===== config.mk =====
export PLATFORM = sky130hd
export DESIGN_NAME = axil_apb_master
export DESIGN_NICKNAME = d
export VERILOG_FILES = /design/src/rtl/axil_apb_master.sv
export SDC_FILE = /design/constraint.sdc
export NUM_CORES = 1
export LEC_CHECK = 0
export CAP_MARGIN = 5
export CORE_UTILIZATION = 34
export CTS_CLUSTER_SIZE = 16
export DETAILED_ROUTE_END_ITERATION = 10
export PLACE_DENSITY_LB_ADDON = 0.08
export SYNTH_ARGS = -nofsm -noshare
export SYNTH_HDL_FRONTEND = slang
export SYNTH_SLANG_ARGS = --single-unit

===== constraint.sdc =====
create_clock -name aclk -period 1.47 [get_ports aclk]
set_input_delay 0.441 -clock aclk [delete_from_list [all_inputs] [get_ports aclk]]
set_output_delay 0.441 -clock aclk [all_outputs]
set_load 0.02 [all_outputs]

===== src/rtl/axil_apb_master.sv =====
// axil_apb_master: AXI4-Lite slave to APB master bridge, one transaction in flight, round-robin read/write arbitration
module axil_apb_master #(
  parameter int dataWidth = 32,
  parameter int addrWidth = 32
) (
  input  logic                   aclk,
  input  logic                   aresetn,
  input  logic                   awvalid,
  output logic                   awready,
  input  logic [addrWidth-1:0]   awaddr,
  input  logic [2:0]             awprot,
  input  logic                   wvalid,
  output logic                   wready,
  input  logic [dataWidth-1:0]   wdata,
  input  logic [dataWidth/8-1:0] wstrb,
  output logic                   bvalid,
  input  logic                   bready,
  output logic [1:0]             bresp,
  input  logic                   arvalid,
  output logic                   arready,
  input  logic [addrWidth-1:0]   araddr,
  input  logic [2:0]             arprot,
  output logic                   rvalid,
  input  logic                   rready,
  output logic [dataWidth-1:0]   rdata,
  output logic [1:0]             rresp,
  output logic                   psel,
  output logic                   penable,
  output logic                   pwrite,
  output logic [addrWidth-1:0]   paddr,
  output logic [2:0]             pprot,
  output logic [dataWidth-1:0]   pwdata,
  output logic [dataWidth/8-1:0] pstrb,
  input  logic                   pready,
  input  logic [dataWidth-1:0]   prdata,
  input  logic                   pslverr
);
  localparam logic [2:0] IDLE   = 3'd0;
  localparam logic [2:0] WDATA  = 3'd1;
  localparam logic [2:0] SETUP  = 3'd2;
  localparam logic [2:0] ACCESS = 3'd3;
  localparam logic [2:0] BRESP  = 3'd4;
  localparam logic [2:0] RRESP  = 3'd5;
  logic [2:0] state;
  logic       rd_last;
  logic       gw, gr;
  // rd_last set means the read channel won last, so write wins a tie
  assign gw      = (state == IDLE) && awvalid && (!arvalid || rd_last);
  assign gr      = (state == IDLE) && arvalid && !gw;
  assign awready = gw;
  assign arready = gr;
  assign wready  = state == WDATA;
  assign psel    = (state == SETUP) || (state == ACCESS);
  assign penable = state == ACCESS;
  assign bvalid  = state == BRESP;
  assign rvalid  = state == RRESP;
  always_ff @(posedge aclk) begin
    if (!aresetn) begin
      state   <= IDLE;
      rd_last <= 1'b1;
      pwrite  <= 1'b0;
      paddr   <= '0;
      pprot   <= '0;
      pwdata  <= '0;
      pstrb   <= '0;
      rdata   <= '0;
      bresp   <= '0;
      rresp   <= '0;
    end else begin
      case (state)
        IDLE: begin
          if (gw) begin
            paddr   <= awaddr;
            pprot   <= awprot;
            pwrite  <= 1'b1;
            rd_last <= 1'b0;
            state   <= WDATA;
          end else if (gr) begin
            paddr   <= araddr;
            pprot   <= arprot;
            pwrite  <= 1'b0;
            pstrb   <= '0;
            rd_last <= 1'b1;
            state   <= SETUP;
          end
        end
        WDATA: begin
          if (wvalid) begin
            pwdata <= wdata;
            pstrb  <= wstrb;
            state  <= SETUP;
          end
        end
        SETUP: state <= ACCESS;
        ACCESS: begin
          if (pready) begin
            if (pwrite) bresp <= pslverr ? 2'b10 : 2'b00;
            else begin
              rresp <= pslverr ? 2'b10 : 2'b00;
              rdata <= prdata;
            end
            state <= pwrite ? BRESP : RRESP;
          end
        end
        BRESP: state <= bready ? IDLE : BRESP;
        RRESP: state <= rready ? IDLE : RRESP;
        default: state <= IDLE;
      endcase
    end
  end
endmodule


[After elaboration in Yosys (flattened, before gate mapping)]
Index checks and enable logic that the tools add are counted.
Word-level totals
  word-level logic and storage cells: 59
  input port bits: 147
  output and inout port bits: 115
  bits in registers: 112
Operators by class
  mux-type cells: 21
  reductions and logical operators: 17
  equality and inequality tests: 10
  bitwise logic cells: 1
Operator list (count)
  two-way mux 32 bit: 2
  two-way mux 3 bit: 8
  case mux 3 bit (6 select lines): 1
  two-way mux 4 bit: 3
  AND reduction 3 bit: 3
  case mux 4 bit (2 select lines): 1
  equality test 3 x 2 -> 1 bit (second input constant): 2
  equality test 3 bit (second input constant): 2
  inequality test 2 bit (second input constant): 3
  two-way mux 1 bit: 5
  logical AND 1 bit: 4
  AND reduction 2 bit: 2
  AND reduction 4 bit: 1
  nonzero test 2 bit: 2
  equality test 3 x 1 -> 1 bit (second input constant): 1
  logical NOT 3 bit: 1
  inequality test 3 bit (second input constant): 1
  logical NOT 1 bit: 2
  logical OR 1 bit: 2
  two-way mux 2 bit: 1
  inequality test 2 x 1 -> 1 bit (second input constant): 1
  NOT 1 bit: 1

[Logic depth before layout (Yosys ltp)]
Gate-level depths: netlist of run 1.
  depth in word-level cells: 8
  mapped depth: 8
  gate-level depth less buffers: 5

[Worst setup path after synthesis of run 1]
No wires, ideal clock.
  kind: reg2reg
  from: register state[0]
  to: register pwdata[25]
  arrival: 1488 ps
  library setup time: 76 ps
  setup slack: -94 ps
  path buffers: 3
  period minus slack after synthesis: 1564 ps
  required time: 1394 ps
  cell stages (with the launch flop): 8
  cell sequence: dfxtp_1 > buf_4 > nor3b_2 > and2_1 > buf_2 > buf_4 > nand2_1 > a21boi_0
Between the ends
  cells in the longest elaborated chain, start to end: 2
RTL lines
  start: declaration: RTL line 44  | logic [2:0] state;
  start signal: assignment: RTL line 102  | state <= pwrite ? BRESP : RRESP;
  start signal: assignment: RTL line 105  | BRESP: state <= bready ? IDLE : BRESP;
  start signal: assignment: RTL line 106  | RRESP: state <= rready ? IDLE : RRESP;
  equality test 3 x 1 -> 1 bit
  via wready: RTL line 13  | output logic wready,
  AND reduction 2 bit (no line)
  end signal: assignment: RTL line 89  | pwdata <= wdata;
  end: declaration: RTL line 32  | output logic [dataWidth-1:0] pwdata,
The timed path passes the listed nets, and every way through them passes these cells.
A chain may end at the register's enable or synchronous reset.

[Worst setup path after layout of run 1]
  from: register state[0]
  to: output port arready
Between the ends
  cells in the longest elaborated chain, start to end: 5
  elaborated cells between the ends (all ways): 6
  classes of those cells: reduce/logical: 6
RTL lines
  logical NOT 3 bit *: RTL line 48, 49
  logical AND 1 bit (2 in a row): RTL line 48  | assign gw = (state == IDLE) && awvalid && (!arvalid || rd_last);
  logical NOT 1 bit: RTL line 49  | assign gr = (state == IDLE) && arvalid && !gw;
  logical AND 1 bit *: RTL line 49
  end: declaration: RTL line 20  | output logic arready,
Mark *: on every way between the ends. The rest lies on a longest branch, timed or not.

==> run_results.csv, run 1 <==
group,metric,value,unit
clock_network,clockBufferDepth,2,
die,die_y,116,um
worst_setup_path,worstPathMaxFanout,4,
place,dp_hpwl,10.1,mm
drt,vias,4583,
sta,hold_violations,0,
yosys,yosysSeqAreaShare,49.9,%
drt,wirelength,14.9,mm
yosys,ys_ff_latch,110,
global_route,grt_pass1_vias,4341,
worst_hold_path,hp-start,"pstrb[1]",
sta,finalMaxSlewViolations,0,
job,drv_cap,0,
clock_network,htreeDepth,3,
sta,min_period,1.71,ns
layout,stdcell_count,955,
place,place_ws,-0.893,ns
yosys,netlist_area,4410,um2
yosys,ys_warn_count,0,
yosys,yosysTopAreaCell,"dfxtp_1",
layout,final_layout_size_suffix_gt1_share,22.1,%
yosys,synth-edff-count,0,
sta,fin_worst_skew,0.00591,ns
sta,finalSetupViolCount,81,
die,die_area,13400,um2
drt,post_drt_wl_per_cell,15.6,um
worst_setup_path,critPathKind,"reg -> out",
worst_hold_path,hp-class,"reg -> reg",
die,coreArea,12600,um2
yosys,postSynthAreaPerCell,8.82,um2
power_and_ir_drop,ir_drop,464,uV
power_and_ir_drop,p_total,8.54,mW
sta,rsz0062_at_grt,"yes",
clock_network,cts_made_buffers,9,
drt,drtAntennaViolNets,0,
global_route,grt_overflow,0,
global_route,grt_max_degree,93,
global_route,antenna_found_initial,0,
die,die_x,116,um
yosys,yosysUniqueCellTypes,36,
drt,drt_iter0_drc,183,
status,status,"finished, violations left",
place,dp_cells,918,
sta,finalCritPeriodShare,116,%
yosys,synth_top_area_share,49.9,%
yosys,synthTopCellsByArea,"dfxtp_1, nand2_1, o21ai_0",
drt,viasPerCell,4.80,
die,start_util,35.0,%
sta,fmax,585,MHz
status,failed_checks,"setup timing",
yosys,async_flop_share,0,%
clock_network,clockRootBuffer,"clkbuf_16",
global_route,grt_use_total,20.0,%
power_and_ir_drop,leakage,3.37,nW
yosys,synth_common_cells,"dfxtp_1, nand2_1, o21ai_0",
worst_setup_path,crit_start,"state[0]",
drt,drc,0,
layout,final_core_util,63.5,%
worst_setup_path,cp.required,1.03,ns
global_route,grt_pass1_wl,20.9,mm
worst_setup_path,reg2reg_from,"state[0]",
worst_setup_path,cp.arrival,1.27,ns
place,gp_congestion,0.740,
yosys,synthCells,500,
clock_network,insertion_delay,0.34,ns
clock_network,cts_tree,"yes",
worst_setup_path,startpoint_type,"flip-flop",
yosys,ys.flop_type,"dfxtp_1",
die,io_pins,262,
worst_setup_path,endpoint_kind,"output port",
layout,syn_to_final_growth,81.7,%
drt,first_pass_iters,4,
clock_network,cts_sinks,110,
place,port_buffers,259,
power_and_ir_drop,p_per_area,1060,nW/um2
clock_network,clk_pin_slew,0.07,ns
layout,fin_nets,924,
die,rows,41,
sta,worst_slack,-0.238,ns
sta,fin_setup_tns,-5.83,ns
[cell families after synthesis]
family,after synthesis,share of synthesized area (%)
simple gates,185,19.3
compound gates,134,19.5
flops,110,49.9
buf+inv,48,6.15
mux,22,4.99
other cells,1,0.0850
[timing repair]
item / CTS / global route
resized for setup: 246 / 191
setup endpoints to repair: 219 / 199
hold buffers: 0 / 0
pin swaps: 7 / 32
gates cloned: 2 / 10
buffers inserted: 6 / 2
[per-layer routing]
layer | GRT usage [%] | wire, um
met1 | 22.0 | 5640
met2 | 34.8 | 7460
met3 | 6.49 | 1280
met4 | 9.40 | 489
met5 | 0 | 0
[path summary, 6_finish.rpt]
check	endpoint	slack (ns)	cells past startpoint
max reg2reg	rdata[24]	-0.12	8
max	arready	-0.24	4
min reg2reg	pstrb[1]	0.45	2
min	pstrb[1]	0.45	2
[sequential cells by signal, summed over array words and instances (netlist names)]
signal and count:
paddr 32, pwdata 32, rdata 32, pstrb 4
pprot 3, state 3, bresp 1, pwrite 1
rd_last 1, rresp 1
[layout make-up]
cell class,count,area [um2]
Fill cell,1092,4600
Timing Repair Buffer,311,3060
Sequential cell,110,2210
Multi-Input combinational cell,343,2170
Clock buffer,13,270
Tap cell,172,215
Clock inverter,3,65.1
Inverter,2,15.0
Antenna cell,1,2.50
[report_power, final]
group          switching (mW)  total, mW  internal [mW]  leakage (nW)
sequential              0.141       3.39           3.25         0.899
combinational            1.20       2.46           1.26          2.31
clock                    1.05       2.68           1.63         0.166
[placed cells by master (no fill, tap or decap), types with 23 or more instances in the layout]
cell	netlist	final
a21boi_1	4	23
buf_4	7	28
clkbuf_2	0	46
clkdlybuf4s15_1	0	58
clkdlybuf4s50_1	0	142
dfxtp_1	110	107
nand2_1	110	94
nand3_1	39	36
o21ai_0	58	27
o21ai_1	0	30
[worst max-delay path: stages, from the launching register on]
cell and delay [ns]:
dfxtp_4 0.36, nor3_4 0.25, nand3_2 0.12, inv_2 0.08
buf_6 0.11
[through the flow]
| step | hold slack (ns) | instance area [um2] |
|---|---|---|
| 2_1_floorplan | 0.485 | 4440 |
| 3_3_place_gp | 0.442 | 7300 |
| 3_5_place_dp | 0.446 | 7300 |
| 4_1_cts | 0.453 | 7760 |
| 5_1_grt | 0.461 | 8020 |
| 6_report | 0.447 | 8020 |
No activity file was read; power rests on OpenSTA's default activity.
==> inputs of run 2 (changes only) <==
--- a/config.mk
+++ b/config.mk
@@ -6,9 +6,11 @@
 export NUM_CORES = 1
 export LEC_CHECK = 0
 export CAP_MARGIN = 5
-export CORE_UTILIZATION = 34
+export CORE_AREA = 2 2 100 102
 export CTS_CLUSTER_SIZE = 16
 export DETAILED_ROUTE_END_ITERATION = 10
+export DIE_AREA = 0 0 102 104
+export DONT_BUFFER_PORTS = 1
 export PLACE_DENSITY_LB_ADDON = 0.08
 export SYNTH_ARGS = -nofsm -noshare
 export SYNTH_HDL_FRONTEND = slang
==> run 2 against run 1 <==
The flow still finishes with violations (setup timing). Cell area is 28% lower. Sequential share of layout area is 11 points higher. Via count is 18% lower. Fmax is 1.1% lower. Count of clock-buffer cells in the layout is 2 lower. Global-route usage is 1.8 points higher. Largest power group unchanged. Worst setup slack worse by 0.020 ns. Die area is 21% lower. Sequential power is 11% higher. Critical path type unchanged. Critical path depth is 1 lower.
==> run_results.csv, run 2 (synthesis results as in run 1) <==
group,metric,value,unit
status,status,"finished, violations left",
status,failed_checks,"setup timing",
sta,worst_slack,-0.258,ns
sta,min_period,1.73,ns
worst_setup_path,endpoint_kind,"output port",
die,io_pins,262,
global_route,grt_most_used_layer,"met2",
clock_network,clockBufferDepth,2,
worst_hold_path,min_to,"rd_last",
worst_setup_path,worstPathMaxFanout,5,
drt,drt_iter0_drc,171,
layout,mostFrequentLayoutCells,"dfxtp_1, nand2_1, o21ai_1, nand3_1, a21boi_1",
global_route,grt_pass1_wl,18.1,mm
power_and_ir_drop,leakage,2.29,nW
sta,hold_violations,0,
clock_network,insertion_delay,0.37,ns
global_route,met1_usage,24.4,%
worst_setup_path,path_cells,"nor3_4, nand3_2, inv_4",
worst_setup_path,cp.required,1.03,ns
worst_setup_path,startpoint_type,"flip-flop",
clock_network,clockRootBuffer,"clkbuf_8",
power_and_ir_drop,p_total,7.29,mW
layout,final_layout_size_suffix_gt1_share,26.5,%
global_route,use_met3,7.12,%
global_route,grt_use_total,21.8,%
place,gp_congestion,0.724,
global_route,grt_overflow,0,
worst_setup_path,worst_path_max_delay_cell,"dfxtp_4",
die,coreArea,9550,um2
sta,finalCritPeriodShare,118,%
layout,layout_commonest_cell,"dfxtp_1",
power_and_ir_drop,p_per_area,1260,nW/um2
clock_network,cts_made_buffers,9,
sta,finalMaxSlewViolations,0,
layout,fin_nets,671,
worst_setup_path,critPathKind,"reg -> out",
drt,drc,0,
worst_setup_path,cp_top_family,"simple AND/OR/NAND/NOR gates",
drt,first_pass_iters,4,
worst_setup_path,reg2reg_to,"rdata[21]",
layout,num-fill-cells,821,
place,port_buffers,0,
worst_hold_path,hp-start,"aresetn",
global_route,grt_max_degree,151,
place,dp_hpwl,7.64,mm
drt,wirelength,13.3,mm
worst_setup_path,r2r_cells,9,
clock_network,clk_pin_slew,0.10,ns
worst_setup_path,reg2reg_from,"state[0]",
layout,top_regs,"paddr x32, pwdata x32, rdata x32",
die,die_area,10600,um2
drt,post_drt_wl_per_cell,20.1,um
layout,antenna_cells,0,
clock_network,htreeDepth,3,
drt,vias,3750,
worst_setup_path,max_stage_delay,0.37,ns
worst_setup_path,path_buf_inv,1,
worst_hold_path,holdPathStages,1,
power_and_ir_drop,ir_drop,562,uV
worst_hold_path,hp-class,"in -> reg",
global_route,grt_pass1_vias,3467,
die,die_x,102,um
die,rows,36,
sta,rsz0062_at_grt,"yes",
drt,drtAntennaViolNets,0,
sta,fmax,579,MHz
die,start_util,46.2,%
sta,fin_worst_skew,0.00804,ns
sta,timing.hold.ws,0.155,ns
clock_network,cts_sinks,110,
worst_setup_path,cp.arrival,1.29,ns
global_route,antenna_found_initial,0,
clock_network,cts_tree,"yes",
drt,viasPerCell,5.66,
global_route,grtUsageMet2,37.5,%
layout,syn_to_final_growth,31.4,%
sta,finalSetupViolCount,84,
place,place_ws,-0.0480,ns
worst_setup_path,r2r_slack,-0.19,ns
job,drv_cap,0,
die,die_y,104,um
-- run 2: cell count changes in the layout (fill, tap and decap cells not counted), moves of 10 or more --
cell / before / now
clkdlybuf4s50_1: 142 / 0
clkdlybuf4s15_1: 58 / 0
clkbuf_2: 46 / 0
o21ai_0: 27 / 12
o21ai_1: 30 / 43
nand2_2: 1 / 11
-- run 2: worst max-delay path by stage --
| stage | cells after the start | slack [ns] | to | startpoint |
|---|---|---|---|---|
| final | 3 | -0.26 | arready | state[1] |
| after floorplan | 6 | -0.03 | paddr[10] | arvalid |
| after global routing | 3 | -0.31 | arready | state[1] |
| after global placement | 4 | 0.003 | paddr[0] | state[1] |
| after CTS | 4 | -0.28 | rvalid | state[0] |
| after detailed placement | 4 | -0.05 | paddr[5] | state[1] |
-- run 2: through the flow --
stage / std cells / util (%) / cell area (um2) / setup TNS, ns
2_1_floorplan: 501 / - / 4440 / -0.314
3_3_place_gp: 609 / 48.1 / 4590 / 0
3_5_place_dp: 609 / 48.1 / 4590 / -0.543
4_1_cts: 650 / 55.0 / 5250 / -8.04
5_1_grt: 662 / 60.7 / 5800 / -17.48
6_report: 662 / 60.7 / 5800 / -9.69
-- run 2: what timing repair did --
action,CTS,global route
pin swaps,6,32
gates resized for setup,66,107
hold buffers,0,0
setup buffers,16,5
endpoints found under the setup margin,44,113
gates cloned,9,12
-- run 2: power breakdown --
part / internal [mW] / switching (mW)
Sequential: 3.25 / 0.506
Clock: 1.01 / 1.02
Combinational: 0.809 / 0.695
-- run 2: layout make-up --
| cell class | instances | area (um2) | share of cell area (%) |
|---|---|---|---|
| inverter | 2 | 17.5 | 0.302 |
| tap | 133 | 166 | 2.87 |
| clock inverter | 5 | 81.3 | 1.40 |
| timing repair buffer | 57 | 931 | 16.1 |
| multi-input combinational | 344 | 2250 | 38.8 |
| clock buffer | 11 | 141 | 2.44 |
| sequential | 110 | 2210 | 38.1 |
-- run 2: metal layers --
metal / share of wire, % / vias up
li1: - / 1779
met1: 39 / 1756
met2: 50 / 193
met3: 9.3 / 22
met4: 2.1 / 0
met5: 0 / -
==> inputs of run 3 (changes only) <==
--- a/config.mk
+++ b/config.mk
@@ -12,6 +12,7 @@
 export DIE_AREA = 0 0 102 104
 export DONT_BUFFER_PORTS = 1
 export PLACE_DENSITY_LB_ADDON = 0.08
+export REMOVE_ABC_BUFFERS = 1
 export SYNTH_ARGS = -nofsm -noshare
 export SYNTH_HDL_FRONTEND = slang
 export SYNTH_SLANG_ARGS = --single-unit
==> run 3 against run 2 <==
The run still ends with setup timing left. Flip-flop and latch count stayed put. Power is 6.3% lower. Fmax is 1.5% higher. Routed wire length is 11% lower. Register-to-register slack better by 0.09 ns. Final cell count is 3.2% lower. Count of clock-buffer cells in the layout is 2 lower. Clock power is 7% lower. Critical path depth stayed put. Worst setup slack better by 0.026 ns.
==> run_results.csv, run 3 (synthesis results as in run 1) <==
group,metric,value,unit
drt,post_drt_wl_per_cell,18.6,um
sta,worst_slack,-0.232,ns
drt,drc,0,
worst_setup_path,endpoint_kind,"output port",
place,port_buffers,0,
drt,drtAntennaViolNets,0,
die,die_y,104,um
layout,syn_to_final_growth,23.0,%
worst_setup_path,path_buf_inv,2,
clock_network,clockBufferDepth,2,
drt,wirelength,11.9,mm
layout,layout_commonest_cell,"dfxtp_1",
sta,finalMaxSlewViolations,0,
power_and_ir_drop,p_total,6.83,mW
drt,vias,3553,
die,die_area,10600,um2
clock_network,clockRootBuffer,"clkbuf_8",
power_and_ir_drop,leakage,2.10,nW
layout,final_layout_size_suffix_gt1_share,24.2,%
place,gp_congestion,0.761,
die,rows,36,
clock_network,insertion_delay,0.36,ns
worst_hold_path,hp-class,"in -> reg",
sta,fmax,588,MHz
global_route,grt_use_total,18.9,%
layout,final_core_util,56.8,%
power_and_ir_drop,ir_drop,595,uV
clock_network,cts_tree,"yes",
clock_network,cts_hold_buffers,0,
layout,top_regs,"paddr x32, pwdata x32, rdata x32",
sta,timing.hold.ws,0.186,ns
global_route,grt_overflow,0,
place,dp_hpwl,7.40,mm
layout,antenna_cells,0,
layout,mostFrequentLayoutCells,"dfxtp_1, nand2_1, o21ai_0",
worst_setup_path,max_stage_delay,0.37,ns
sta,fin_worst_skew,0.00928,ns
worst_setup_path,cp.required,1.03,ns
worst_setup_path,worst_path_max_delay_cell,"dfxtp_4",
global_route,grt_pass1_vias,3187,
die,coreArea,9550,um2
sta,finalCritPeriodShare,116,%
sta,min_period,1.70,ns
die,io_pins,262,
global_route,grt_max_degree,151,
drt,viasPerCell,5.54,
layout,fin_nets,650,
layout,num-fill-cells,899,
sta,rsz0062_at_grt,"yes",
die,start_util,46.2,%
place,place_ws,-0.151,ns
drt,drt_iter0_drc,131,
worst_setup_path,worstPathMaxFanout,7,
sta,hold_violations,0,
clock_network,cts_sinks,110,
global_route,antenna_found_initial,0,
worst_setup_path,cp.arrival,1.26,ns
clock_network,htreeDepth,3,
status,status,"finished, violations left",
worst_setup_path,path_cells,"buf_4, and3b_2, buf_12",
sta,fin_setup_tns,-5.51,ns
worst_setup_path,startpoint_type,"flip-flop",
clock_network,clk_pin_slew,0.11,ns
worst_setup_path,critPathKind,"reg -> out",
job,drv_cap,0,
sta,finalSetupViolCount,92,
power_and_ir_drop,p_per_area,1260,nW/um2
status,failed_checks,"setup timing",
global_route,grt_pass1_wl,16.0,mm
die,die_x,102,um
clock_network,cts_made_buffers,9,
drt,first_pass_iters,4,
worst_setup_path,cp_top_family,"flip-flops",
[run 3: worst register-to-register path: cells and delay by family (launching register included)]
kind / cells / cell delay [ns]
simple gates: 3 / 0.55
flops: 1 / 0.35
buf+inv: 3 / 0.49
compound gates: 1 / 0.12
[run 3: power breakdown]
group,internal [mW],switching [mW],leakage [nW]
registers,3.25,0.498,0.899
logic,0.605,0.595,1.10
clock network,0.813,1.06,0.102
total,4.67,2.16,2.10
[run 3: worst paths after layout]
check                                from         end  slack [ns]  cells past startpoint
worst max-delay path             state[0]      rvalid       -0.23                      3
worst min-delay path            wdata[31]  pwdata[31]        0.19                      2
worst max register to register   state[2]   pwdata[5]       -0.10                      7
worst min register to register    rd_last     rd_last        0.55                      2
[run 3: layout make-up]
cell class	count	area, um2	share of cell area, %
clock inverter	7	80.1	1.48
tap	133	166	3.07
sequential	110	2210	40.8
multi-input combinational	343	2240	41.3
timing repair buffer	37	596	11.0
inverter	2	7.51	0.138
clock buffer	9	124	2.28
[run 3: repair_timing]
| action | CTS | global route |
|---|---|---|
| cloned | 2 | 12 |
| pin swaps | 5 | 44 |
| endpoints found under the setup margin | 27 | 83 |
| setup buffers | 4 | 3 |
| endpoints found under the hold margin | 0 | 0 |
| gates resized for setup | 24 | 114 |
[run 3: metrics by stage]
stage,area [um2],cells
2_1_floorplan,4150,455
3_3_place_gp,4540,604
3_5_place_dp,4540,604
4_1_cts,4870,626
5_1_grt,5430,641
6_report,5430,641
[run 3: metal layers]
| metal | up-vias | global-route usage [%] | wire (um) |
|---|---|---|---|
| met5 | - | 0 | 0 |
| met4 | 0 | 4.76 | 104 |
| met2 | 164 | 32.4 | 5930 |
| met3 | 12 | 8.60 | 1200 |
| li1 | 1735 | - | - |
| met1 | 1642 | 21.1 | 4680 |
